==> config.mk <==
export PLATFORM = sky130hd
export DESIGN_NAME = cardjitsu_match
export DESIGN_NICKNAME = d
export VERILOG_FILES = /design/src/rtl/cardjitsu_match.sv
export SDC_FILE = /design/constraint.sdc
export NUM_CORES = 1
export LEC_CHECK = 0
export CAP_MARGIN = 40
export CORE_MARGIN = 2
export CORE_UTILIZATION = 67
export DETAILED_ROUTE_END_ITERATION = 6
export PLACE_DENSITY = 0.86
export REMOVE_ABC_BUFFERS = 1
export SYNTH_ARGS = -nofsm -noshare
export SYNTH_HDL_FRONTEND = slang
export SYNTH_SLANG_ARGS = --single-unit
==> constraint.sdc <==
create_clock -name clk -period 8.65 [get_ports clk]
set_input_delay 2.1625 -clock clk [delete_from_list [all_inputs] [get_ports clk]]
set_output_delay 2.1625 -clock clk [all_outputs]
set_load 0.02 [all_outputs]
==> src/rtl/cardjitsu_match.sv <==
// Two-player card duel: both hands are loaded from the switches, players pick cards in turn,
// and each round is scored by element and power until one player wins the match or both hands run out.
module cardjitsu_match #(
    parameter int HAND_SIZE    = 6,
    parameter int WIN_TARGET   = 3,
    parameter int LIFE_INIT    = 8,
    parameter int ELEMENT_MODE = 1
) (
    input  logic       clk,
    input  logic       rst,
    input  logic       btn_0,
    input  logic       btn_1,
    input  logic       btn_2,
    input  logic [3:0] sw,
    output logic [3:0] leds,
    output logic       led_r,
    output logic       led_g,
    output logic       led_b,
    output logic [1:0] winner,
    output logic       done
);

    typedef enum logic [2:0] {
        ST_LOAD    = 3'd0,
        ST_P1_PICK = 3'd1,
        ST_P2_PICK = 3'd2,
        ST_EVAL    = 3'd3,
        ST_CHECK   = 3'd4,
        ST_DONE    = 3'd5
    } state_t;

    // Element a beats element b: fire>snow, snow>water, water>fire.
    function automatic logic elem_beats(input logic [1:0] a, input logic [1:0] b);
        return ((a == 2'b01) && (b == 2'b11)) ||
               ((a == 2'b11) && (b == 2'b10)) ||
               ((a == 2'b10) && (b == 2'b01));
    endfunction

    // Round outcome: 2'b01 P1 wins, 2'b10 P2 wins, 2'b00 tie.
    function automatic logic [1:0] round_result(input logic [3:0] c1, input logic [3:0] c2);
        logic [1:0] res;
        if ((ELEMENT_MODE == 1) && (c1[3:2] != 2'b00) && (c2[3:2] != 2'b00) &&
            (c1[3:2] != c2[3:2])) begin
            res = elem_beats(c1[3:2], c2[3:2]) ? 2'b01 : 2'b10;
        end else if (c1[1:0] > c2[1:0]) begin
            res = 2'b01;
        end else if (c2[1:0] > c1[1:0]) begin
            res = 2'b10;
        end else begin
            res = 2'b00;
        end
        return res;
    endfunction

    // Loser loses winner power + 1, floored at zero.
    function automatic logic [3:0] apply_damage(input logic [3:0] life, input logic [3:0] card);
        logic [3:0] dmg;
        dmg = {2'b00, card[1:0]} + 4'd1;
        return (life > dmg) ? (life - dmg) : 4'd0;
    endfunction

    state_t     state_q, state_d;
    logic [1:0] sync_q;
    logic       btn_prev_q;
    logic       press_s;

    logic [3:0] p1_hand_q [HAND_SIZE];
    logic [3:0] p1_hand_d [HAND_SIZE];
    logic [3:0] p2_hand_q [HAND_SIZE];
    logic [3:0] p2_hand_d [HAND_SIZE];
    logic [3:0] p1_cnt_q, p1_cnt_d, p2_cnt_q, p2_cnt_d;
    logic [3:0] p1_wins_q, p1_wins_d, p2_wins_q, p2_wins_d;
    logic [3:0] p1_life_q, p1_life_d, p2_life_q, p2_life_d;
    logic [3:0] p1_card_q, p1_card_d, p2_card_q, p2_card_d;
    logic [1:0] winner_q, winner_d;

    logic [3:0] p1_sel_s, p2_sel_s;
    logic       hands_empty_s;
    logic [1:0] round_s;

    assign press_s = sync_q[1] & ~btn_prev_q;
    assign round_s = round_result(p1_card_q, p2_card_q);

    // Button synchronizer and edge-detect history.
    always_ff @(posedge clk or posedge rst) begin
        if (rst) begin
            sync_q     <= 2'b00;
            btn_prev_q <= 1'b0;
        end else begin
            sync_q     <= {sync_q[0], btn_0};
            btn_prev_q <= sync_q[1];
        end
    end

    // Card under the slot number on sw, and whether every slot is already played.
    always_comb begin
        p1_sel_s      = 4'h0;
        p2_sel_s      = 4'h0;
        hands_empty_s = 1'b1;
        for (int i = 0; i < HAND_SIZE; i++) begin
            if (sw == 4'(i + 1)) begin
                p1_sel_s = p1_hand_q[i];
                p2_sel_s = p2_hand_q[i];
            end else begin
                p1_sel_s = p1_sel_s;
                p2_sel_s = p2_sel_s;
            end
            if ((p1_hand_q[i] != 4'h0) || (p2_hand_q[i] != 4'h0)) begin
                hands_empty_s = 1'b0;
            end else begin
                hands_empty_s = hands_empty_s;
            end
        end
    end

    // Game state registers.
    always_ff @(posedge clk or posedge rst) begin
        if (rst) begin
            state_q   <= ST_LOAD;
            p1_cnt_q  <= 4'd0;
            p2_cnt_q  <= 4'd0;
            p1_wins_q <= 4'd0;
            p2_wins_q <= 4'd0;
            p1_life_q <= 4'(LIFE_INIT);
            p2_life_q <= 4'(LIFE_INIT);
            p1_card_q <= 4'h0;
            p2_card_q <= 4'h0;
            winner_q  <= 2'b00;
            for (int i = 0; i < HAND_SIZE; i++) begin
                p1_hand_q[i] <= 4'h0;
                p2_hand_q[i] <= 4'h0;
            end
        end else begin
            state_q   <= state_d;
            p1_cnt_q  <= p1_cnt_d;
            p2_cnt_q  <= p2_cnt_d;
            p1_wins_q <= p1_wins_d;
            p2_wins_q <= p2_wins_d;
            p1_life_q <= p1_life_d;
            p2_life_q <= p2_life_d;
            p1_card_q <= p1_card_d;
            p2_card_q <= p2_card_d;
            winner_q  <= winner_d;
            for (int i = 0; i < HAND_SIZE; i++) begin
                p1_hand_q[i] <= p1_hand_d[i];
                p2_hand_q[i] <= p2_hand_d[i];
            end
        end
    end

    // Next-state logic for the match flow.
    always_comb begin
        state_d   = state_q;
        p1_hand_d = p1_hand_q;
        p2_hand_d = p2_hand_q;
        p1_cnt_d  = p1_cnt_q;
        p2_cnt_d  = p2_cnt_q;
        p1_wins_d = p1_wins_q;
        p2_wins_d = p2_wins_q;
        p1_life_d = p1_life_q;
        p2_life_d = p2_life_q;
        p1_card_d = p1_card_q;
        p2_card_d = p2_card_q;
        winner_d  = winner_q;

        case (state_q)
            ST_LOAD: begin
                if (p2_cnt_q == 4'(HAND_SIZE)) begin
                    state_d  = ST_P1_PICK;
                    p1_cnt_d = 4'd0;
                    p2_cnt_d = 4'd0;
                end else if (press_s && (sw != 4'h0)) begin
                    if (p1_cnt_q < 4'(HAND_SIZE)) begin
                        for (int i = 0; i < HAND_SIZE; i++) begin
                            if (p1_cnt_q == 4'(i)) p1_hand_d[i] = sw;
                            else                   p1_hand_d[i] = p1_hand_q[i];
                        end
                        p1_cnt_d = p1_cnt_q + 4'd1;
                    end else begin
                        for (int i = 0; i < HAND_SIZE; i++) begin
                            if (p2_cnt_q == 4'(i)) p2_hand_d[i] = sw;
                            else                   p2_hand_d[i] = p2_hand_q[i];
                        end
                        p2_cnt_d = p2_cnt_q + 4'd1;
                    end
                end else begin
                    state_d = ST_LOAD;
                end
            end
            ST_P1_PICK: begin
                if (press_s && (p1_sel_s != 4'h0)) begin
                    p1_card_d = p1_sel_s;
                    for (int i = 0; i < HAND_SIZE; i++) begin
                        if (sw == 4'(i + 1)) p1_hand_d[i] = 4'h0;
                        else                 p1_hand_d[i] = p1_hand_q[i];
                    end
                    state_d = ST_P2_PICK;
                end else begin
                    state_d = ST_P1_PICK;
                end
            end
            ST_P2_PICK: begin
                if (press_s && (p2_sel_s != 4'h0)) begin
                    p2_card_d = p2_sel_s;
                    for (int i = 0; i < HAND_SIZE; i++) begin
                        if (sw == 4'(i + 1)) p2_hand_d[i] = 4'h0;
                        else                 p2_hand_d[i] = p2_hand_q[i];
                    end
                    state_d = ST_EVAL;
                end else begin
                    state_d = ST_P2_PICK;
                end
            end
            ST_EVAL: begin
                case (round_s)
                    2'b01: begin
                        p1_wins_d = p1_wins_q + 4'd1;
                        p2_life_d = apply_damage(p2_life_q, p1_card_q);
                    end
                    2'b10: begin
                        p2_wins_d = p2_wins_q + 4'd1;
                        p1_life_d = apply_damage(p1_life_q, p2_card_q);
                    end
                    default: begin
                        p1_wins_d = p1_wins_q;
                    end
                endcase
                state_d = ST_CHECK;
            end
            ST_CHECK: begin
                if ((p2_life_q == 4'd0) || (p1_wins_q == 4'(WIN_TARGET))) begin
                    winner_d = 2'b01;
                    state_d  = ST_DONE;
                end else if ((p1_life_q == 4'd0) || (p2_wins_q == 4'(WIN_TARGET))) begin
                    winner_d = 2'b10;
                    state_d  = ST_DONE;
                end else if (hands_empty_s) begin
                    winner_d = 2'b11;
                    state_d  = ST_DONE;
                end else begin
                    state_d = ST_P1_PICK;
                end
            end
            ST_DONE: begin
                state_d = ST_DONE;
            end
            default: begin
                state_d = ST_LOAD;
            end
        endcase
    end

    // Display decode; btn_0 only reaches it through registered state.
    always_comb begin
        leds   = 4'b0000;
        led_r  = 1'b0;
        led_g  = 1'b0;
        led_b  = 1'b0;
        winner = winner_q;
        done   = 1'b0;

        case (state_q)
            ST_LOAD:    led_g = 1'b1;
            ST_P1_PICK: led_b = 1'b1;
            ST_P2_PICK: led_r = 1'b1;
            ST_DONE: begin
                done  = 1'b1;
                led_b = winner_q[0];
                led_r = winner_q[1];
                led_g = (winner_q == 2'b11);
            end
            default: led_g = 1'b0;
        endcase

        if (btn_1) begin
            leds = (sw == 4'hF) ? p1_life_q : p1_wins_q;
        end else if (btn_2) begin
            leds = (sw == 4'hF) ? p2_life_q : p2_wins_q;
        end else begin
            case (state_q)
                ST_LOAD: leds = p1_cnt_q + p2_cnt_q;
                ST_EVAL: begin
                    case (round_s)
                        2'b01:   leds = 4'b1000;
                        2'b10:   leds = 4'b0001;
                        default: leds = 4'b0000;
                    endcase
                end
                ST_DONE: begin
                    case (winner_q)
                        2'b01:   leds = 4'b1100;
                        2'b10:   leds = 4'b0011;
                        2'b11:   leds = 4'b1111;
                        default: leds = 4'b0000;
                    endcase
                end
                default: leds = 4'b0000;
            endcase
        end
    end

endmodule

==> impl_results.md <==
* I/O pin total at 19
* Crit path max fanout at 17
* Final setup fails at 0
* CTS tree: built
* Nets at approximately 630
* Die X at about 94 um
* Tightest Pin Transition at roughly 920 ps
* Final min period at around 7000 ps
* PwrDens at 139 mW/mm^2
* Top sig layer: met4
* Clk_lat worst skew at 370 ps
* Max Clock Freq at 140 MHz
* Arrival time worst endpoint at ~5000 ps
* Post-CTS Resized at 0
* R2R depth at 6
* Seq cells post-synth at between 80 and 90
* Footprint of the multi-input gates at 0.00298 mm^2
* Flop2flop setup slack at ~6000 ps
* Starting Density at between 70% and 80%
* Routability cong. at 0.949
* Total Wirelength at between 10000 and 15000 um
* CP startpoint kind: input port
* Area growth from synthesis to layout at 6.93%
* Vias in the first global route at between 4000 and 5000
* Req. time, crit path at 6490 ps
* Global route overflow at 0
* Placed Cells at a little under 700
* First-pass GRT wire length at between 20000 and 25000 um
* CP Class: input port to primary output
* RSZ-0062 raised after global routing: false
* Clock buffer depth at 2
* Tot GR Track Use at between 30% and 40%
* Register area share after synthesis at about two fifths
* Worst hold margin at roughly 370 ps
* Final ANT Viol Nets at 0
* Min-Delay Path Class: flip-flop to flip-flop
* Metal3 WL at 1340 um
* Synth Instances at 604
* Syn. warnings at 0
* DRT Pass-1 Iters at 5
* H-tree Lvls at 3
* Reg area at ~0.0022 mm^2
* Fin cells at 708
* Wire length on met2 at ~6500 um
* Commonest non-fill, non-tap cell in the layout: dfrtp_1
* Hpwl dp at between 10000 and 15000 um
* WL per Instance at 19.7 um
* Hold buffers post-CTS at 0
* CTS clk-pin slew, worst paths at around 90 ps
* Outcome: finished clean
* Max-slew violations at 0
* IR drop worst, VDD at about 0.000097 V
* Post-synth ARST share at 100%
* Number of port buffers at 18
* Finished Core Util at 74.9%
* Antenna cell count at 0
* Largest net degree at the start of global routing at 54
* Synth Flop Type: dfrtp_1
* Die area at ~0.009 mm^2
* CTS buffer count at 9
* Netlist cell types at 58
* Fill count at 547
* Worst Setup SP: sw[2]
* CP endpoint kind: primary output
* Total Neg Setup Slack at 0 ps
* Fin. Hold Viols at 0
* DRC at 0
* Fin crit share at just over 80%
* Core Area at just under 0.008 mm^2
* Commonest cells after routing, fill and taps aside: dfrtp_1, o21ai_0, nand2_1
* Via count at 4945
* Place WS at roughly 1600 ps
* Vias per std cell at ~7
* Synth Area per Inst at around 9 um^2
* CTS root buf: clkbuf_8
* Critical R2R Launch: state_q[0]
* Share of layout cells above drive strength 1 at 9.08%
* M1 WL at slightly below 6000 um
* CTS sink cnt at between 80 and 90
* Row count at 32
* Pleak at 2.56 nW
* # Post-CTS Setup Buffers at 0
* Synthesized area at between 0.005 and 0.006 mm^2
* Initial antenna violation count at 0
* Worst r2r dst: p2_hand_q[9]
* Worst Setup EP: leds[0]
* Number of flops mapped to enable cells by yosys at 0
* Initial DRC Count at between 400 and 500
* Max-capacitance violation count at 0
* Chip height at about 94 um
* Fin Clk Skew at approximately 11 ps
* Max-slew headroom at between 30% and 40%
* Final worst setup slack at approximately 1500 ps
## kinds of logic after synthesis
logic type                 Yosys count  share of synthesized area [%]
and+or+nand+nor                    201                           19.7
adders and majority gates           22                           5.45
AOI/OAI and AO/OA                  205                           25.4
xor gates and xnor gates            12                           1.92
DFF                                 88                           40.3
buffers and inverters               65                           5.10
muxes                               11                           2.17
## sequential cells by signal, summed over array words and instances, names as in the netlist, 3 cells and up
name	flops
p2_life_q	4
p1_hand_q	24
p1_card_q	4
p1_cnt_q	4
p2_hand_q	24
state_q	3
p2_wins_q	4
p1_life_q	4
p2_cnt_q	4
p2_card_q	4
p1_wins_q	4
## worst min path at each step
| stage | cells past startpoint | start | end |
|---|---|---|---|
| global route | 0 | sync_q[0] | sync_q[1] |
| detailed placement | 0 | sync_q[0] | sync_q[1] |
| floorplan | 0 | sync_q[0] | sync_q[1] |
| global placement | 0 | sync_q[0] | sync_q[1] |
| CTS | 0 | sync_q[0] | sync_q[1] |
| finish | 0 | sync_q[0] | sync_q[1] |
## synth_stat cells, drive strengths merged (2+ instances only)
| cell type | count | area (um^2) |
|---|---|---|
| xnor2 | 3 | 26.3 |
| and3 | 4 | 25.0 |
| dfrtp | 86 | 2150 |
| dfstp | 2 | 52.6 |
| or2 | 4 | 25.0 |
| and3b | 7 | 61.3 |
| nand3 | 5 | 25.0 |
| o32ai | 2 | 17.5 |
| nor3 | 22 | 110 |
| nor4b | 3 | 26.3 |
| nand4 | 5 | 31.3 |
| ha | 19 | 238 |
| a211oi | 9 | 67.6 |
| inv | 27 | 101 |
| a31oi | 4 | 25.0 |
| a21o | 6 | 45.0 |
| nand2 | 48 | 180 |
| a2111oi | 2 | 17.5 |
| buf | 16 | 95.1 |
| nor4bb | 3 | 30.0 |
| nor2 | 37 | 139 |
| a22o | 28 | 245 |
| nor2b | 6 | 37.5 |
| a21oi | 27 | 135 |
| mux2 | 7 | 78.8 |
| nor4 | 23 | 156 |
| mux2i | 4 | 40.0 |
| clkbuf | 22 | 82.6 |
| a31o | 24 | 210 |
| nand2b | 25 | 156 |
| o21ai | 62 | 310 |
| o22ai | 17 | 106 |
| fa | 3 | 60.1 |
| o22a | 7 | 61.3 |
| nor3b | 4 | 30.0 |
| xor2 | 9 | 78.8 |
| or3 | 2 | 12.5 |
| o41ai | 6 | 52.6 |
## area by class of cell
| cell class | count | share of cell area, % |
|---|---|---|
| clock buffers | 12 | 2.48 |
| clock inverters | 4 | 0.514 |
| multi-input cells | 451 | 51.0 |
| inverters | 27 | 1.75 |
| flip-flops and latches | 88 | 37.7 |
| well taps | 102 | 2.18 |
| repair buffers | 24 | 4.32 |
## report_power, final
part           internal (mW)  leakage [nW]  switching, mW
Clock                  0.112        0.0748          0.149
Combinational         0.0461          1.30         0.0724
Sequential             0.420          1.19         0.0104
Total                  0.579          2.56          0.232
## metal layers
layer | vias up | GRT usage [%]
met5 | - | 0
met4 | 0 | 9.66
met3 | 27 | 6.94
met2 | 274 | 51.0
met1 | 2401 | 48.1
li1 | 2243 | -
## stage by stage
step / power (mW) / cell area, um^2
after global routing: 0.843 / 5850
after global placement: 0.546 / 5630
after CTS: 0.812 / 5850
after detailed placement: 0.555 / 5670
after floorplan: 0.509 / 5290
final: 0.810 / 5850
## worst max-delay path, stage by stage
cell and delay (ps):
clkdlybuf4s50_1 890, nand4_1 590, mux2i_1 250, nor2b_1 160
nor3_1 60, a21oi_1 120, o31a_1 150, clkdlybuf4s50_1 600
Note: power is estimated with default switching activity, not from simulation.
